File: src/rtl/tick_gen_multi.sv
// N-channel programmable tick/toggle generator on clk50, with divisor and control
// registers on the 8-bit I/O bus (4 registers per channel starting at IOBASE).
module tick_gen_multi #(
  parameter int          NCH     = 4,
  parameter int          CW      = 28,
  parameter logic [7:0]  IOBASE  = 8'hE0,
  parameter int unsigned DEF_DIV = 24999999,
  parameter bit          DEF_EN  = 1'b1
) (
  input  logic           clk50,
  input  logic           reset,
  input  logic [7:0]     ioad,
  input  logic [15:0]    iowdt,
  input  logic           iow,
  input  logic           ior,
  output logic [15:0]    iordt,
  output logic [NCH-1:0] tick,
  output logic [NCH-1:0] sq,
  output logic [NCH-1:0] done
);

  localparam int HW = CW - 16;
  localparam logic [CW-1:0] DEF_DIV_W = CW'(DEF_DIV);

  logic [CW-1:0]  shadow_div [NCH];
  // cycles left before the terminal count; reloaded from shadow_div at terminal/restart
  logic [CW-1:0]  rem        [NCH];
  logic [NCH-1:0] en;
  logic [NCH-1:0] oneshot;

  logic [8:0]     rel;
  logic           hit;
  logic [3:0]     sel_ch;
  logic [1:0]     sel_reg;
  logic [NCH-1:0] wr_lo, wr_hi, wr_ctl;
  logic [15:0]    rd_val;

  always_comb begin
    rel     = {1'b0, ioad} - {1'b0, IOBASE};
    hit     = (ioad >= IOBASE) && (rel < 9'(4 * NCH));
    sel_ch  = rel[5:2];
    sel_reg = rel[1:0];
    wr_lo   = '0;
    wr_hi   = '0;
    wr_ctl  = '0;
    rd_val  = '0;
    for (int c = 0; c < NCH; c++) begin
      if (hit && sel_ch == 4'(c)) begin
        wr_lo[c]  = iow && (sel_reg == 2'd0);
        wr_hi[c]  = iow && (sel_reg == 2'd1);
        wr_ctl[c] = iow && (sel_reg == 2'd2);
        case (sel_reg)
          2'd0:    rd_val = shadow_div[c][15:0];
          2'd1:    rd_val = 16'(shadow_div[c][CW-1:16]);
          2'd2:    rd_val = {14'd0, oneshot[c], en[c]};
          default: rd_val = {13'd0, sq[c], done[c], en[c]};
        endcase
      end
    end
  end

  always_ff @(posedge clk50) begin
    if (reset) begin
      iordt <= '0;
    end else if (ior && hit) begin
      iordt <= rd_val;
    end else begin
      iordt <= '0;
    end
  end

  always_ff @(posedge clk50) begin
    if (reset) begin
      for (int c = 0; c < NCH; c++) begin
        shadow_div[c] <= DEF_DIV_W;
        rem[c]        <= DEF_DIV_W;
      end
      en      <= {NCH{DEF_EN}};
      oneshot <= '0;
      tick    <= '0;
      sq      <= '0;
      done    <= '0;
    end else begin
      for (int c = 0; c < NCH; c++) begin
        tick[c] <= 1'b0;
        // a restart overrides a terminal count landing in the same cycle
        if (wr_ctl[c] && iowdt[2]) begin
          rem[c]  <= shadow_div[c];
          sq[c]   <= 1'b0;
          done[c] <= 1'b0;
        end else if (en[c]) begin
          if (rem[c] == '0) begin
            rem[c]  <= shadow_div[c];
            tick[c] <= 1'b1;
            sq[c]   <= ~sq[c];
            if (oneshot[c]) begin
              en[c]   <= 1'b0;
              done[c] <= 1'b1;
            end
          end else begin
            rem[c] <= rem[c] - 1'b1;
          end
        end
        if (wr_ctl[c]) begin
          en[c]      <= iowdt[0];
          oneshot[c] <= iowdt[1];
          if (iowdt[0]) done[c] <= 1'b0;
        end
        if (wr_lo[c]) shadow_div[c][15:0]    <= iowdt;
        if (wr_hi[c]) shadow_div[c][CW-1:16] <= iowdt[HW-1:0];
      end
    end
  end

endmodule

File: config.mk
export PLATFORM = sky130hd
export DESIGN_NAME = tick_gen_multi
export DESIGN_NICKNAME = d
export VERILOG_FILES = /design/src/rtl/tick_gen_multi.sv
export SDC_FILE = /design/constraint.sdc
export NUM_CORES = 1
export LEC_CHECK = 0
export BUFFER_PORTS_ARGS = -buffer_cell sky130_fd_sc_hd__buf_2
export CAP_MARGIN = 40
export CELL_PAD_IN_SITES_DETAIL_PLACEMENT = 0
export CELL_PAD_IN_SITES_GLOBAL_PLACEMENT = 2
export CORE_ASPECT_RATIO = 0.8
export CORE_MARGIN = 8
export CORE_UTILIZATION = 43
export CTS_CLUSTER_SIZE = 25
export DETAILED_ROUTE_END_ITERATION = 16
export PLACE_DENSITY_LB_ADDON = 0.1
export SYNTH_ARGS = -nofsm -noshare
export SYNTH_HDL_FRONTEND = slang
export SYNTH_SLANG_ARGS = --single-unit
File: constraint.sdc
create_clock -name clk50 -period 7.92 [get_ports clk50]
set_input_delay 2.376 -clock clk50 [delete_from_list [all_inputs] [get_ports clk50]]
set_output_delay 2.376 -clock clk50 [all_outputs]
set_load 0.01 [all_outputs]
==> flow_metrics.py <==
metrics = {
    "die": {
        "coreArea_um2": 31280,
        "rows": 58,
        "die_h_um": 175.2,
        "die-area_um2": 37660,
        "die_x_um": 215.0,
        "initial_core_util_pct": 43.54,
        "io_pins": 56,
    },
    "setup_path": {
        "required_ps": 8230,
        "cp-end-kind": "flip-flop",
        "endpoint": "shadow_div[3][21]",
        "ff2ff_path_depth": 5,
        "worstSetupStartpointType": "input port",
        "cp.arrival_ps": 5630,
        "r2r_slack_ps": 4790,
        "rr_startpoint": "rem[0][10]",
        "rr_endpoint": "rem[0][23]",
        "worstSetupPathType": "in -> reg",
        "cp_max_fo": 24,
        "startpoint": "ioad[6]",
    },
    "routing": {
        "vias_per_cell": 6.056,
        "num_vias": 10300,
        "drt_iter0_markers": 1045,
        "ant_nets": 0,
        "firstDrtPassIters": 5,
        "wl_per_cell_um": 25.61,
        "drc_errors": 0,
        "wl_mm": 43.53,
    },
    "sta": {
        "setup_viol": 0,
        "slew_headroom_pct": 33.86,
        "fmax_ghz": 0.1879,
        "hold-worst-slack_ps": 481.7,
        "timing.final.crit_share_pct": 67.20,
        "setup_slack_ps": 2598,
        "tns_ps": 0,
        "clock_skew_ps": 21.57,
        "grt_setup_unrepaired": "no",
        "hold_violations": 0,
        "max_slew.worst_pin.slew_ps": 983.0,
        "slew_viol_final": 0,
        "final.min_clock_period_ps": 5322,
    },
    "placed_design": {
        "place.gp.congestion": 1.025,
        "placed_cells": 1646,
        "pre_cts_ws_ps": 2107,
        "io_buffers": 55,
        "hpwl_mm": 31.12,
        "place_area_um2": 14440,
    },
    "grt": {
        "grt_overflow": 0,
        "first_global_vias": 10020,
        "grt_max_degree": 42,
        "grt_pass1_wl_mm": 65.43,
        "antenna_found_initial": 1,
        "grt.total_usage_pct": 22.61,
    },
    "synth": {
        "ys_warn_count": 0,
        "synth_cell_types": 71,
        "synth_flop_cell": "edfxtp_1",
        "synthesis.nets": 1242,
        "synth_area_um2": 13620,
        "yosysTopAreaCell": "edfxtp_1",
        "synth_enable_flop_cells": 224,
        "ys_top_cells_by_count": "224 x edfxtp_1, 80 x nor2_1, 73 x nand2_1",
        "syn_avg_cell_area_um2": 11.29,
        "async_reset_ff_share_pct": 0,
        "seq_area_frac_synth_pct": 54.68,
        "netlist_instances": 1206,
        "synthTopCellsByArea": "edfxtp_1 49%, dfxtp_1 5.3%, xnor2_1 4.4%",
        "ys_ff_latch": 260,
        "yosysTopAreaCellShare_pct": 49.39,
        "yosysMostFrequentCell": "edfxtp_1",
    },
    "power_and_ir_drop": {
        "power_density_nw_per_um2": 207.2,
        "finalPower_mw": 3.185,
        "peakVddDrop_mv": 0.1502,
        "leakagePower_nw": 5.261,
    },
    "final_layout": {
        "drive_above_1_share_pct": 12.90,
        "fin_nets": 1293,
        "stdcell_area_um2": 15370,
        "areaGrowthSynthToFinish_pct": 12.87,
        "fin_util_pct": 49.15,
        "fillerInstances": 2893,
        "layoutNonFillerInstCount": 1700,
    },
    "job": {
        "maxCapViolCount": 0,
    },
    "clocking": {
        "cts_setup_buffers": 0,
        "cts_max_path_buffers": 3,
        "cts_buffers": 29,
        "htree_num_levels": 1,
        "cts_root_buf": "clkbuf_16",
        "hold_buffers": 0,
        "clock-sinks": 260,
        "cts_tree": "yes",
        "cts_resized": 0,
        "clkTransAtPathRegs_ps": 60,
        "insertion_delay_ps": 560,
    },
    "hold_path": {
        "min_path_type": "reg -> reg",
        "hold-path-cell-count": 2,
        "hp-start": "en[1]",
    },
    "run_status": {
        "status": "complete, no violations",
    },
}
[area by class of cell]
cell class	count	area, um2	share of cell area, %
clock inverters	16	152.6	0.9930
diodes	1	2.502	0.01628
well taps	420	525.5	3.419
inverters	14	52.55	0.3419
clock buffers	37	775.7	5.046
multi-input cells	862	5854	38.08
flip-flops and latches	260	7447	48.45
repair buffers	90	561.8	3.655
[cell families (layout without fill, tap and decap cells)]
logic type               Yosys count  after routing  synth area share, %
buffers and inverters             84            157                2.526
flip-flops                       260            260                54.68
multiplexers                      50             50                4.134
adder cells (fa/ha/maj)            8              8               0.7350
XOR/XNOR                          96             96                6.174
other                              0              1                    0
AND/OR/NAND/NOR                  461            461                18.36
AO/OA/AOI/OAI                    247            247                13.39
[where the power goes]
part	leakage, nW	total, mW	internal, mW	switching, mW
sequential	2.53	1.62	1.55	0.0656
clock	0.461	1.35	0.785	0.561
combinational	2.27	0.223	0.0816	0.141
[worst max-delay path: stages]
cell	delay [ps]
buf_2	100
nand2_1	260
clkinv_1	320
ha_1	380
or3b_2	530
or3_1	710
nor3_1	600
buf_2	270
nand2b_1	70
[cells in the final DEF (no fill, tap or decap), types with 8 or more instances in the layout]
master and n:
nor2_1 80, a22o_1 10, xnor2_1 68, mux2_2 10, or3_1 53, or4_1 14
edfxtp_1 224, and3_1 34, ha_1 8, nand2b_1 34, nor4_1 33, o21ai_0 37
dfxtp_1 36, a21o_1 8, a2bb2oi_1 26, o211ai_1 30, buf_4 29, clkbuf_16 29
inv_1 13, nand4_1 15, xor2_1 28, nor3_1 54, a21oi_1 40, nand2_1 73
and2_1 16, mux2i_1 36, buf_2 56, nand3_1 16, a211oi_1 19, o32ai_1 9
[metal layers]
layer | global-route usage, % | vias up | part of all wire, %
li1 | - | 4750 | -
met1 | 34.38 | 5129 | 48
met2 | 33.84 | 372 | 43
met3 | 3.888 | 44 | 7.8
met4 | 3.428 | 0 | 1.4
met5 | 0 | - | 0
[state kept, by name, summed over array words and instances (netlist names)]
| signal | flops |
|---|---|
| done | 4 |
| en | 4 |
| iordt | 16 |
| oneshot | 4 |
| rem | 112 |
| shadow_div | 112 |
| sq | 4 |
| tick | 4 |
[how the worst min path moves through the flow]
| stage | to | slack (ps) |
|---|---|---|
| after detailed placement | tick[1] | 470 |
| after global routing | tick[1] | 500 |
| after global placement | tick[1] | 470 |
| after floorplan | tick[1] | 440 |
| final | tick[1] | 480 |
| after CTS | tick[1] | 480 |
Note: power is estimated with default switching activity, not from simulation.
